### src/rtl/core_mem_pkg.sv
// Shared types for the memory-access stage: bus sizes, stage
// registers and the stage FSM encoding.
package core_mem_pkg;

  typedef enum logic [2:0] {
    MEM_NONE,
    MEM_BYTE,
    MEM_HALF,
    MEM_WORD,
    MEM_DWORD
  } mem_type_t;

  typedef enum logic {
    IDLE,
    WAIT
  } mem_state_t;

  typedef struct packed {
    logic [63:0] out;
    logic [63:0] B_data;
    mem_type_t   mem_load_type;
    mem_type_t   mem_store_type;
    logic        signed_mem_out;
    logic [4:0]  W_regnum;
    logic        write_enable;
    logic [63:0] pc4;
    logic        linkpc;
    logic        overflow;
    logic        MFC0;
    logic        MTC0;
    logic [4:0]  cp0_rd;
    logic [2:0]  sel;
    logic        syscall;
    logic        break_;
  } EX_regs_t;

  typedef struct packed {
    logic [63:0] out;
    logic [4:0]  W_regnum;
    logic        write_enable;
    logic [63:0] pc4;
    logic        linkpc;
    logic        overflow;
    logic        MFC0;
    logic        MTC0;
    logic [4:0]  cp0_rd;
    logic [2:0]  sel;
    logic        syscall;
    logic        break_;
    logic        addr_err_load;
    logic        addr_err_store;
    logic        bus_err;
  } MEM_regs_t;

  function automatic logic [3:0] mem_size(mem_type_t t);
    logic [3:0] s;
    s = 4'd1;
    unique case (1'b1)
      t == MEM_HALF:  s = 4'd2;
      t == MEM_WORD:  s = 4'd4;
      t == MEM_DWORD: s = 4'd8;
      default:        s = 4'd1;
    endcase
    return s;
  endfunction

endpackage

### src/rtl/core_mem_lane_align.sv
// Byte-lane steering for the data bus: store enables/replication,
// load shift and extension, and natural-alignment check.
module mem_lane_align
  import core_mem_pkg::*;
(
  input  mem_type_t   load_type_i,
  input  mem_type_t   store_type_i,
  input  logic        signed_i,
  input  logic [2:0]  lane_i,
  input  logic [63:0] data_i,
  input  logic [63:0] rdata_i,
  output logic        is_load_o,
  output logic        is_store_o,
  output logic        misaligned_o,
  output logic [7:0]  be_o,
  output logic [63:0] wdata_o,
  output logic [63:0] load_o
);

  mem_type_t   typ;
  logic [3:0]  size;
  logic [2:0]  mask;
  logic [63:0] sh;

  // a store type wins if a malformed bundle carries both
  assign is_store_o = store_type_i != MEM_NONE;
  assign is_load_o  = !is_store_o && load_type_i != MEM_NONE;
  assign typ  = is_store_o ? store_type_i : load_type_i;
  assign size = mem_size(typ);
  assign mask = size[2:0] - 3'd1;
  assign misaligned_o = (lane_i & mask) != 3'd0;
  assign sh = rdata_i >> {lane_i, 3'b000};

  always_comb begin
    be_o    = 8'h00;
    wdata_o = '0;
    load_o  = '0;
    unique case (1'b1)
      typ == MEM_BYTE: begin
        be_o    = 8'h01 << lane_i;
        wdata_o = {8{data_i[7:0]}};
        load_o  = {{56{signed_i & sh[7]}}, sh[7:0]};
      end
      typ == MEM_HALF: begin
        be_o    = 8'h03 << lane_i;
        wdata_o = {4{data_i[15:0]}};
        load_o  = {{48{signed_i & sh[15]}}, sh[15:0]};
      end
      typ == MEM_WORD: begin
        be_o    = 8'h0F << lane_i;
        wdata_o = {2{data_i[31:0]}};
        load_o  = {{32{signed_i & sh[31]}}, sh[31:0]};
      end
      typ == MEM_DWORD: begin
        be_o    = 8'hFF;
        wdata_o = data_i;
        load_o  = sh;
      end
      default: ;
    endcase
  end

endmodule

### src/rtl/core_mem.sv
// Memory-access stage: req/ack data bus master with stall,
// flush-while-waiting and a bus-timeout watchdog.
module core_mem
  import core_mem_pkg::*;
#(
  parameter int TIMEOUT_CYCLES = 255
) (
  input  logic        clock,
  input  logic        reset,
  input  EX_regs_t    EX_regs,
  input  logic        flush,
  output logic        dmem_req,
  output logic        dmem_we,
  output logic [63:0] dmem_addr,
  output logic [7:0]  dmem_be,
  output logic [63:0] dmem_wdata,
  input  logic        dmem_ack,
  input  logic [63:0] dmem_rdata,
  output logic        mem_stall,
  output MEM_regs_t   MEM_regs,
  output logic [63:0] MEM_data
);

  localparam int CW = $clog2(TIMEOUT_CYCLES + 1);
  localparam logic [CW-1:0] CNT_LAST = CW'(TIMEOUT_CYCLES - 1);

  mem_state_t  state_q, state_d;
  logic [CW-1:0] cnt_q, cnt_d;
  logic        fp_q, fp_d;
  MEM_regs_t   regs_q, regs_d;

  logic        is_load, is_store, misal;
  logic [7:0]  st_be;
  logic [63:0] st_wdata, ld_res;
  logic        aligned_op, timeout;
  MEM_regs_t   pass, done_r;

  mem_lane_align u_align (
    .load_type_i  (EX_regs.mem_load_type),
    .store_type_i (EX_regs.mem_store_type),
    .signed_i     (EX_regs.signed_mem_out),
    .lane_i       (EX_regs.out[2:0]),
    .data_i       (EX_regs.B_data),
    .rdata_i      (dmem_rdata),
    .is_load_o    (is_load),
    .is_store_o   (is_store),
    .misaligned_o (misal),
    .be_o         (st_be),
    .wdata_o      (st_wdata),
    .load_o       (ld_res)
  );

  assign aligned_op = (is_load || is_store) && !misal;
  assign timeout = state_q == WAIT && cnt_q == CNT_LAST;

  // the watchdog cycle drops req so upstream advances past the op
  always_comb begin
    dmem_req = 1'b0;
    if (!reset) begin
      unique case (state_q)
        IDLE:    dmem_req = aligned_op && !flush;
        WAIT:    dmem_req = !timeout;
        default: dmem_req = 1'b0;
      endcase
    end
  end

  assign dmem_we    = dmem_req && is_store;
  assign dmem_be    = dmem_req ? (is_store ? st_be : 8'hFF) : 8'h00;
  assign dmem_wdata = st_wdata;
  assign dmem_addr  = {EX_regs.out[63:3], 3'b000};
  assign mem_stall  = dmem_req && !dmem_ack;

  always_comb begin
    pass = '0;
    pass.out          = EX_regs.out;
    pass.W_regnum     = EX_regs.W_regnum;
    pass.write_enable = EX_regs.write_enable;
    pass.pc4          = EX_regs.pc4;
    pass.linkpc       = EX_regs.linkpc;
    pass.overflow     = EX_regs.overflow;
    pass.MFC0         = EX_regs.MFC0;
    pass.MTC0         = EX_regs.MTC0;
    pass.cp0_rd       = EX_regs.cp0_rd;
    pass.sel          = EX_regs.sel;
    pass.syscall      = EX_regs.syscall;
    pass.break_       = EX_regs.break_;
    done_r = pass;
    if (is_store) done_r.write_enable = 1'b0;
    else          done_r.out = ld_res;
  end

  always_comb begin
    state_d = state_q;
    cnt_d   = cnt_q;
    fp_d    = fp_q;
    regs_d  = regs_q;
    unique case (state_q)
      IDLE: begin
        fp_d = 1'b0;
        if (flush) begin
          regs_d = '0;
        end else if ((is_load || is_store) && misal) begin
          regs_d = pass;
          regs_d.write_enable   = 1'b0;
          regs_d.addr_err_load  = is_load;
          regs_d.addr_err_store = is_store;
        end else if (aligned_op) begin
          if (dmem_ack) begin
            regs_d = done_r;
          end else begin
            state_d = WAIT;
            cnt_d   = '0;
          end
        end else begin
          regs_d = pass;
        end
      end
      WAIT: begin
        fp_d  = fp_q | flush;
        cnt_d = cnt_q + 1'b1;
        if (timeout) begin
          state_d = IDLE;
          fp_d    = 1'b0;
          regs_d  = pass;
          regs_d.write_enable = 1'b0;
          regs_d.bus_err      = 1'b1;
          if (fp_q || flush) regs_d = '0;
        end else if (dmem_ack) begin
          state_d = IDLE;
          fp_d    = 1'b0;
          regs_d  = (fp_q || flush) ? '0 : done_r;
        end
      end
      default: state_d = IDLE;
    endcase
  end

  always_ff @(posedge clock or posedge reset) begin
    if (reset) begin
      state_q <= IDLE;
      cnt_q   <= '0;
      fp_q    <= 1'b0;
      regs_q  <= '0;
    end else begin
      state_q <= state_d;
      cnt_q   <= cnt_d;
      fp_q    <= fp_d;
      regs_q  <= regs_d;
    end
  end

  assign MEM_regs = regs_q;
  assign MEM_data = regs_q.out;

endmodule
### config.mk
export PLATFORM = sky130hd
export DESIGN_NAME = core_mem
export DESIGN_NICKNAME = d
export VERILOG_FILES = /design/src/rtl/core_mem_pkg.sv /design/src/rtl/core_mem_lane_align.sv /design/src/rtl/core_mem.sv
export SDC_FILE = /design/constraint.sdc
export NUM_CORES = 1
export LEC_CHECK = 0
export CORE_AREA = 10 10 240 242
export CTS_CLUSTER_SIZE = 40
export DETAILED_ROUTE_END_ITERATION = 12
export DIE_AREA = 0 0 250 252
export PLACE_DENSITY_LB_ADDON = 0.12
export SYNTH_ARGS = -nofsm -noshare
export SYNTH_HDL_FRONTEND = slang
export SYNTH_SLANG_ARGS = --single-unit
export TNS_END_PERCENT = 20
### constraint.sdc
create_clock -name clock -period 4.79 [get_ports clock]
set_input_delay 0.479 -clock clock [delete_from_list [all_inputs] [get_ports clock]]
set_output_delay 0.479 -clock clock [all_outputs]
set_load 0.03 [all_outputs]
* Word level (Yosys, flattened, before mapping)
Cells that the tools add are included.
** Cells by class
- Add/sub/neg operators :: 2
- $mul :: 0
- Divide/modulo/power cells :: 0
- $lt $le $gt $ge :: 0
- Equality and inequality tests :: 11
- Shift-type cells :: 4
- Multiplexer cells :: 34
- Bitwise operators :: 6
- Reductions and logical operators :: 19
** Operators by type and width (number)
- two-way mux 151 bit :: 8
- one-hot mux 64 bit (4 select lines) :: 2
- one-hot mux 151 bit (2 select lines) :: 1
- two-way mux 64 bit :: 1
- right shift 64 x 6 -> 64 bit :: 1
- two-way mux 8 bit :: 6
- one-hot mux 8 bit (4 select lines) :: 1
- one-hot mux 8 bit (2 select lines) :: 1
- two-way mux 1 bit :: 9
- one-hot mux 3 bit (3 select lines) :: 1
- nonzero test 3 bit :: 3
- adder 8 x 1 -> 8 bit (second input constant) :: 1
- equality test 8 bit (second input constant) :: 1
- inequality test 2 bit (second input constant) :: 4
- left shift 1 x 3 -> 8 bit (first input constant) :: 1
- left shift 2 x 3 -> 8 bit (first input constant) :: 1
- left shift 4 x 3 -> 8 bit (first input constant) :: 1
- logical AND 1 bit :: 7
- equality test 3 x 2 -> 1 bit (second input constant) :: 2
- one-hot mux 1 bit (2 select lines) :: 3
- zero test 1 bit :: 5
- inequality test 5 bit (second input constant) :: 1
- AND reduction 4 bit :: 1
- AND 1 bit :: 3
- 10 further kinds :: 11
** Word-level totals
- Register bits :: 161
- Latch bits :: 0
- Memory bits (writable) :: 0
- ROM bits :: 0
- Input bits :: 287
- Output and inout bits :: 354
- Word-level logic and storage cells :: 94
- Memories :: 0

* Longest topological paths before layout
Gate-level depths: netlist of the first run.
- Depth in word-level cells :: 13
- Mapped depth :: 10
- Gate-level depth less buffers :: 8

* Cells and area by module
Synthesis of the first run repeated with hierarchy kept, for this count alone.
** Second synthesis, totals
- Cell total of the unflattened synthesis :: 1474
- Area, all modules :: 12528.3 µm²
** By module, submodules not included
- core_mem :: times used 1, cells an instance 1033, area each 9484.1 µm², seq. area each 4028.9 µm²
- mem_lane_align :: times used 1, cells an instance 441, area each 3044.2 µm², seq. area each 0.0 µm²

* Least setup slack after synthesis of the first run
No wires, ideal clock.
- Path type :: input port to output port
- From :: in EX_regs[90] (netlist name)
- To :: out dmem_be[0]
- Data arrival time :: 2.655 ns
- Data required time :: 4.311 ns
- Slack :: 1.656 ns
- Stages :: 9
- Buffers on the path :: 3
- Cell sequence :: buf_2 -> or3b_1 -> a221oi_2 -> o21a_1 -> buf_6 -> a31oi_4 -> or2_2 -> buf_2 -> a21oi_1
** Between the ends
- Longest elaborated chain between the ends :: 12
- Elaborated cells on any way between the ends :: 20
- Classes of those cells :: add/sub (1); eq/ne (4); mux (7); bitwise (1); reduce/logical (7)
** RTL lines
- start, declared :: RTL line core_mem.sv:10 : input EX_regs_t EX_regs,
- two-way mux 3 bit :: RTL line core_mem_lane_align.sv:28 : assign typ = is_store_o ? store_type_i : load_type_i;
- equality test 3 bit (tied with other cells) :: RTL line core_mem_pkg.sv:61, core_mem_lane_align.sv:54
- one-hot mux 3 bit (3 select lines) :: RTL line core_mem_pkg.sv:58 : unique case (1'b1)
- subtractor 3 x 1 -> 3 bit :: RTL line core_mem_lane_align.sv:30 : assign mask = size[2:0] - 3'd1;
- AND 3 bit :: RTL line core_mem_lane_align.sv:31 : assign misaligned_o = (lane_i & mask) != 3'd0;
- nonzero test 3 bit :: RTL line core_mem_lane_align.sv:31
- zero test 1 bit :: RTL line core_mem.sv:53 : assign aligned_op = (is_load || is_store) && !misal;
- logical AND 1 bit :: RTL line core_mem.sv:53
- logical AND 1 bit :: RTL line core_mem.sv:61 : IDLE: dmem_req = aligned_op && !flush;
- one-hot mux 1 bit (2 select lines) :: RTL line core_mem.sv:60 : unique case (state_q)
- two-way mux 1 bit :: RTL line core_mem.sv:59 : if (!reset) begin
- two-way mux 8 bit * :: RTL line core_mem.sv:69 : assign dmem_be = dmem_req ? (is_store ? st_be : 8'hFF) : 8'h00;
- end, declared :: RTL line core_mem.sv:15 : output logic [7:0] dmem_be,
Every way passes the cells marked *; elsewhere a longest branch is shown, timed or not.

* Worst setup path after layout of the first run
- From :: in EX_regs[87] (netlist name)
- To :: out dmem_be[0]
** Between the ends
- Longest elaborated chain between the ends :: 13
- Elaborated cells on any way between the ends :: 21
- Classes of those cells :: add/sub (1); eq/ne (4); mux (7); bitwise (1); reduce/logical (8)
** RTL lines
- nonzero test 3 bit :: RTL line core_mem_lane_align.sv:26 : assign is_store_o = store_type_i != MEM_NONE;
- two-way mux 3 bit :: RTL line core_mem_lane_align.sv:28
- equality test 3 bit (tied with other cells) :: RTL line core_mem_pkg.sv:61, core_mem_lane_align.sv:54
- one-hot mux 3 bit (3 select lines) :: RTL line core_mem_pkg.sv:58
- subtractor 3 x 1 -> 3 bit :: RTL line core_mem_lane_align.sv:30
- AND 3 bit :: RTL line core_mem_lane_align.sv:31
- nonzero test 3 bit :: RTL line core_mem_lane_align.sv:31
- zero test 1 bit :: RTL line core_mem.sv:53
- logical AND 1 bit :: RTL line core_mem.sv:53
- logical AND 1 bit :: RTL line core_mem.sv:61
- one-hot mux 1 bit (2 select lines) :: RTL line core_mem.sv:60
- two-way mux 1 bit :: RTL line core_mem.sv:59
- two-way mux 8 bit * :: RTL line core_mem.sv:69
Marks and branches as above.

==> results.json, run 1 <==
{
  "htreeDepth": 4,
  "gp_congestion": 0.837,
  "fin_setup_tns_ps": 0,
  "synth_edf_count": 0,
  "path_clk_slew_ps": 70,
  "met1_usage_pct": 21.8,
  "finalWirelength_um": 63400,
  "synthAdderAreaFrac_pct": 0.233,
  "cts_made_buffers": 17,
  "p_leak_nw": 7.01,
  "ctsRootBufferMaster": "clkbuf_16",
  "synthTopCellsByCount": "161 x dfrtp_1, 129 x a22o_1, 128 x buf_4",
  "period_needed_ps": 4140,
  "hold_path_class": "reg2reg",
  "cp-start-kind": "primary input",
  "maxCapViolations": 0,
  "grt_max_degree": 116,
  "die_height_um": 252,
  "met2_usage_pct": 34.6,
  "finClkSkew_ps": 13.4,
  "fillers": 5292,
  "grt_use_total_pct": 19.2,
  "min_from": "cnt_q[7]",
  "rr_endpoint": "MEM_data[24]",
  "pin_count": 641,
  "multi_input_area_mm2": 0.00526,
  "worstPathCellList": "clkdlybuf4s50_1 -> or2_2 -> a221oi_2 -> o21a_1 -> a31oi_4 -> or2_2 -> a21oi_1 -> clkdlybuf4s50_1",
  "avgSynthCellArea_um2": 10.0,
  "slowest_stage": "clkdlybuf4s50_1",
  "rsz0062_at_grt": "false",
  "synth_compound_area_share_pct": 31.1,
  "hold_violations": 0,
  "worstHoldPathCells": 1,
  "yosysUniqueCellTypes": 63,
  "yosysTopAreaCell": "dfrtp_1",
  "reg2regPathDepth": 9,
  "critPathKind": "in2out",
  "power.density_mw_per_mm2": 300,
  "vias": 10880,
  "synth_top_area_share_pct": 37.6,
  "synth_top_family_by_area": "compound AO/OA/AOI/OAI gates",
  "seq_area_frac_synth_pct": 37.6,
  "core_mm2": 0.0524,
  "yosys_register_bits": 161,
  "async_flop_share_pct": 100,
  "grt_pass1_wl_um": 89200,
  "drt-vias-per-instance": 4.87,
  "worstPathArrival_ps": 3660,
  "drt_iter0_markers": 598,
  "worstMarginPinSlew_ps": 1070,
  "rr_startpoint": "cnt_q[0]",
  "yosys-top-cells-area": "dfrtp_1 38%, a22o_1 11%, buf_4 9.0%, mux4_2 5.5%, o2bb2ai_1 4.2%",
  "setup_slack_ps": 648,
  "ant_nets": 0,
  "outcome": "complete, no violations",
  "drc": 0,
  "area_growth_pct": 63.4,
  "rows": 84,
  "cts.sinks": 161,
  "use_met3_pct": 6.04,
  "post-place-ws_ps": 698,
  "slew_headroom_pct": 28.5,
  "path_max_fanout": 15,
  "grt_pass1_vias": 11514,
  "peakVddDrop_mv": 0.183,
  "cts_tree": "done",
  "layout-drive-gt1-share_pct": 7.71,
  "rrSetupSlack_ps": 2060,
  "yosys.area_share.simple_pct": 7.58,
  "synth_top_flop_cell": "dfrtp_1",
  "syn_area_mm2": 0.0107,
  "finalCritPeriodShare_pct": 86.5,
  "cp-startpoint": "EX_regs[87]",
  "cp_num_buf_inv": 2,
  "wire_per_inst_um": 28.4,
  "synth.most_common_cell": "dfrtp_1",
  "hpwl_um": 51200,
  "dr.pass1.iters": 5,
  "postCtsSetupBuffers": 0,
  "antenna_found_initial": 6,
  "num-nets-final": 1821,
  "cts.path.max_buffers": 2,
  "clk_latency_ps": 460,
  "critPathMaxStageDelay_ps": 720,
  "fp.dieW_um": 250,
  "cp.required_ps": 4310,
  "min_to": "cnt_q[7]",
  "ys.warnings.count": 0,
  "holdBufCountCts": 0,
  "start_util_pct": 20.5,
  "die_area_mm2": 0.0630,
  "portBuffers": 637,
  "max_freq_ghz": 0.241,
  "final_max_slew_viol_count": 0,
  "overflow": 0,
  "setup_viol": 0,
  "syn-instance-count": 1070,
  "synth-xor-area-share_pct": 0.0817,
  "cts_resized": 0,
  "muxShareOfSynthArea_pct": 9.51,
  "seqCellArea_mm2": 0.00403,
  "critPathTopFamily": "buffers and inverters",
  "critPathCaptureType": "primary output",
  "grt_busiest_layer": "met2"
}
==> worst max path at each step <==
stage	cells after the start	to	slack, ps
final	8	dmem_be[0]	650
after global routing	8	dmem_be[0]	520
after CTS	8	dmem_be[0]	680
after detailed placement	8	dmem_be[0]	700
after global placement	8	dmem_be[0]	720
after floorplan	9	dmem_be[0]	1660
==> registers in the layout, summed over array words and instances, names as in the netlist <==
name,flops
cnt_q,8
MEM_data,64
state_q,1
fp_q,1
MEM_regs,87
==> cell families (layout without fill, tap and decap cells) <==
kind of cell	count (synthesis)	in the layout
and+or+nand+nor	162	162
buffers and inverters	246	718
muxes	69	69
other	1	4
AOI/OAI and AO/OA	428	428
xor gates and xnor gates	1	1
adders and majority gates	2	2
DFF	161	161
==> report_power, final <==
part / total, mW / internal [mW] / switching (mW)
Sequential: 1.64 / 1.51 / 0.132
Clock: 1.43 / 0.783 / 0.649
Combinational: 2.19 / 0.942 / 1.25
Total: 5.26 / 3.23 / 2.03
==> through the flow <==
step	utilization [%]	cell area (µm²)	power (mW)	instances	hold slack, ps
2_1_floorplan	-	10700	2.87	1072	456
3_3_place_gp	32.3	16900	3.88	2201	478
3_5_place_dp	32.3	16900	3.88	2201	484
4_1_cts	33.4	17500	5.36	2232	498
5_1_grt	33.4	17500	5.50	2232	513
6_report	33.4	17500	5.26	2233	493
==> layer usage <==
| layer | up-vias | part of all wire (%) |
|---|---|---|
| li1 | 4928 | - |
| met1 | 5418 | 40 |
| met2 | 486 | 52 |
| met3 | 40 | 7.4 |
| met4 | 8 | 1.1 |
| met5 | - | 0.090 |
==> cells in the final DEF, fill, tap and decap left out, types with 6 or more instances in the layout <==
cell / count
a211o_1: 7
a211oi_1: 9
a21o_1: 9
a21oi_1: 44
a221o_1: 16
a222oi_1: 8
a22o_1: 129
a2bb2oi_1: 8
and2_1: 9
and3_1: 10
buf_12: 11
buf_4: 28
clkbuf_16: 17
clkdlybuf4s50_1: 626
dfrtp_1: 161
inv_1: 21
mux2i_1: 40
mux4_2: 26
nand2_1: 38
nand3_1: 7
nor2_1: 40
nor2b_1: 16
nor3_1: 10
o211ai_1: 16
o21a_1: 19
o21ai_0: 46
o22ai_1: 10
o2bb2ai_1: 51
o32ai_1: 24
or2_2: 6
==> cell type report <==
| class | instances | area share [%] |
|---|---|---|
| Timing Repair Buffer | 665 | 38.2 |
| Sequential cell | 161 | 23.0 |
| Clock inverter | 14 | 0.949 |
| Inverter | 22 | 0.493 |
| Tap cell | 688 | 4.91 |
| Clock buffer | 17 | 2.43 |
| Multi-Input combinational cell | 665 | 30.0 |
| Antenna cell | 1 | 0.0143 |
(Power assumes the default switching activity.)
==> run 2, diff against run 1 <==
- REMOVE_ABC_BUFFERS: unset -> 1
==> results.json, run 2 (synthesis results as in run 1) <==
{
  "outcome": "complete, no violations",
  "critPathCaptureType": "primary output",
  "finalPower_mw": 5.17,
  "reg2regPathDepth": 9,
  "path_clk_slew_ps": 70,
  "wire_per_inst_um": 28.9,
  "ant_nets": 0,
  "hold_path_class": "reg2reg",
  "final_util_pct": 33.2,
  "clk_latency_ps": 470,
  "max_freq_ghz": 0.235,
  "worstPathCellList": "clkdlybuf4s50_1 -> or2_2 -> a221oi_2 -> o21a_1 -> a31oi_4 -> or2_2 -> a31oi_1 -> clkdlybuf4s50_1",
  "rows": 84,
  "grt_pass1_wl_um": 90300,
  "holdBufCountCts": 0,
  "largest_reg_flops": 87,
  "num-nets-final": 1820,
  "die_height_um": 252,
  "overflow": 0,
  "cp.required_ps": 4310,
  "core_mm2": 0.0524,
  "layout_commonest_cell": "clkdlybuf4s50_1",
  "antenna_found_initial": 17,
  "drt-vias-per-instance": 4.84,
  "pin_count": 641,
  "slowest_stage": "clkdlybuf4s50_1",
  "hpwl_um": 51300,
  "final_cell_mix": "631 x clkdlybuf4s50_1, 161 x dfrtp_1, 129 x a22o_1",
  "cp-start-kind": "primary input",
  "area_growth_pct": 62.3,
  "gp_congestion": 0.859,
  "worstPathArrival_ps": 3770,
  "critPathMaxStageDelay_ps": 750,
  "maxCapViolations": 0,
  "layout-drive-gt1-share_pct": 7.58,
  "cts_tree": "done",
  "grt_use_total_pct": 19.6,
  "power.density_mw_per_mm2": 297,
  "dr.pass1.iters": 4,
  "grt_max_degree": 115,
  "period_needed_ps": 4250,
  "holdWs_ps": 484,
  "worstSetupEndpoint": "dmem_be[4]",
  "finClkSkew_ps": 18.6,
  "die_area_mm2": 0.0630,
  "final_max_slew_viol_count": 0,
  "dp_cells": 2200,
  "postCtsSetupBuffers": 0,
  "rr_startpoint": "cnt_q[0]",
  "start_util_pct": 20.5,
  "rsz0062_at_grt": "false",
  "peakVddDrop_mv": 0.247,
  "drt_iter0_markers": 612,
  "critPathKind": "in2out",
  "rrSetupSlack_ps": 1950,
  "drc": 0,
  "cts.sinks": 161,
  "p_leak_nw": 6.95,
  "finalWirelength_um": 64500,
  "vias": 10827,
  "grt_pass1_vias": 11606,
  "finalCritPeriodShare_pct": 88.8,
  "slew_headroom_pct": 39.5,
  "cts.path.max_buffers": 2,
  "rr_endpoint": "MEM_data[40]",
  "worstMarginPinSlew_ps": 908,
  "cp-startpoint": "EX_regs[87]",
  "fp.dieW_um": 250,
  "htreeDepth": 4,
  "path_max_fanout": 15,
  "portBuffers": 637,
  "stdcell_count": 2235,
  "hold_violations": 0,
  "cts_made_buffers": 17,
  "setup_viol": 0,
  "cts_resized": 0,
  "ctsRootBufferMaster": "clkbuf_16"
}
run 2: cell count changes in the layout (fill, tap and decap cells not counted), moves of 2 or more:
cell and change:
bufinv_16 -2, diode_2 +3, buf_12 -8, clkdlybuf4s50_1 +5
run 2: per-layer routing:
layer	track usage [%]	vias up	routed length (µm)
li1	-	4908	-
met1	22.3	5383	25500
met2	34.5	462	32700
met3	6.82	56	5080
met4	4.68	18	1100
met5	0	-	109
run 2: layout make-up:
class,count,area (µm²)
Fill cell,5389,35000
Clock buffer,17,425
Inverter,22,87.6
Tap cell,688,861
Timing Repair Buffer,664,6600
Clock inverter,14,126
Sequential cell,161,4030
Antenna cell,4,10.0
Multi-Input combinational cell,665,5270
run 2: metrics by stage:
step	setup WS, ps	cell area (µm²)	TNS, ps
5_1_grt	378	17400	0
6_report	536	17400	0
3_3_place_gp	623	16800	0
2_1_floorplan	-37.3	9330	-6000
4_1_cts	541	17400	0
3_5_place_dp	557	16800	0
run 2: worst min path at each step:
stage	startpoint	to	slack [ps]	cells after the start
finish	MEM_regs[2]	MEM_regs[2]	480	1
global route	MEM_regs[2]	MEM_regs[2]	500	1
global placement	MEM_regs[2]	MEM_regs[2]	470	1
CTS	MEM_regs[2]	MEM_regs[2]	490	1
floorplan	cnt_q[7]	cnt_q[7]	460	1
detailed placement	MEM_regs[2]	MEM_regs[2]	470	1
run 2: power breakdown:
group / leakage [nW] / internal (mW) / switching [mW]
sequential: 2.12 / 1.50 / 0.143
combinational: 4.57 / 0.934 / 1.25
clock: 0.259 / 0.677 / 0.669
total: 6.95 / 3.12 / 2.06
run 2: critical path: cells and delay by family:
family	cells	cell delay [ps]
AO/OA/AOI/OAI	4	910
buffers and inverters	2	1480
AND/OR/NAND/NOR	2	900
==> run 3, diff against run 2 <==
- CTS_CLUSTER_SIZE: 40 -> unset
==> results of run 3 <==
No change in the layout: final DEF, timing and power equal those of run 2.
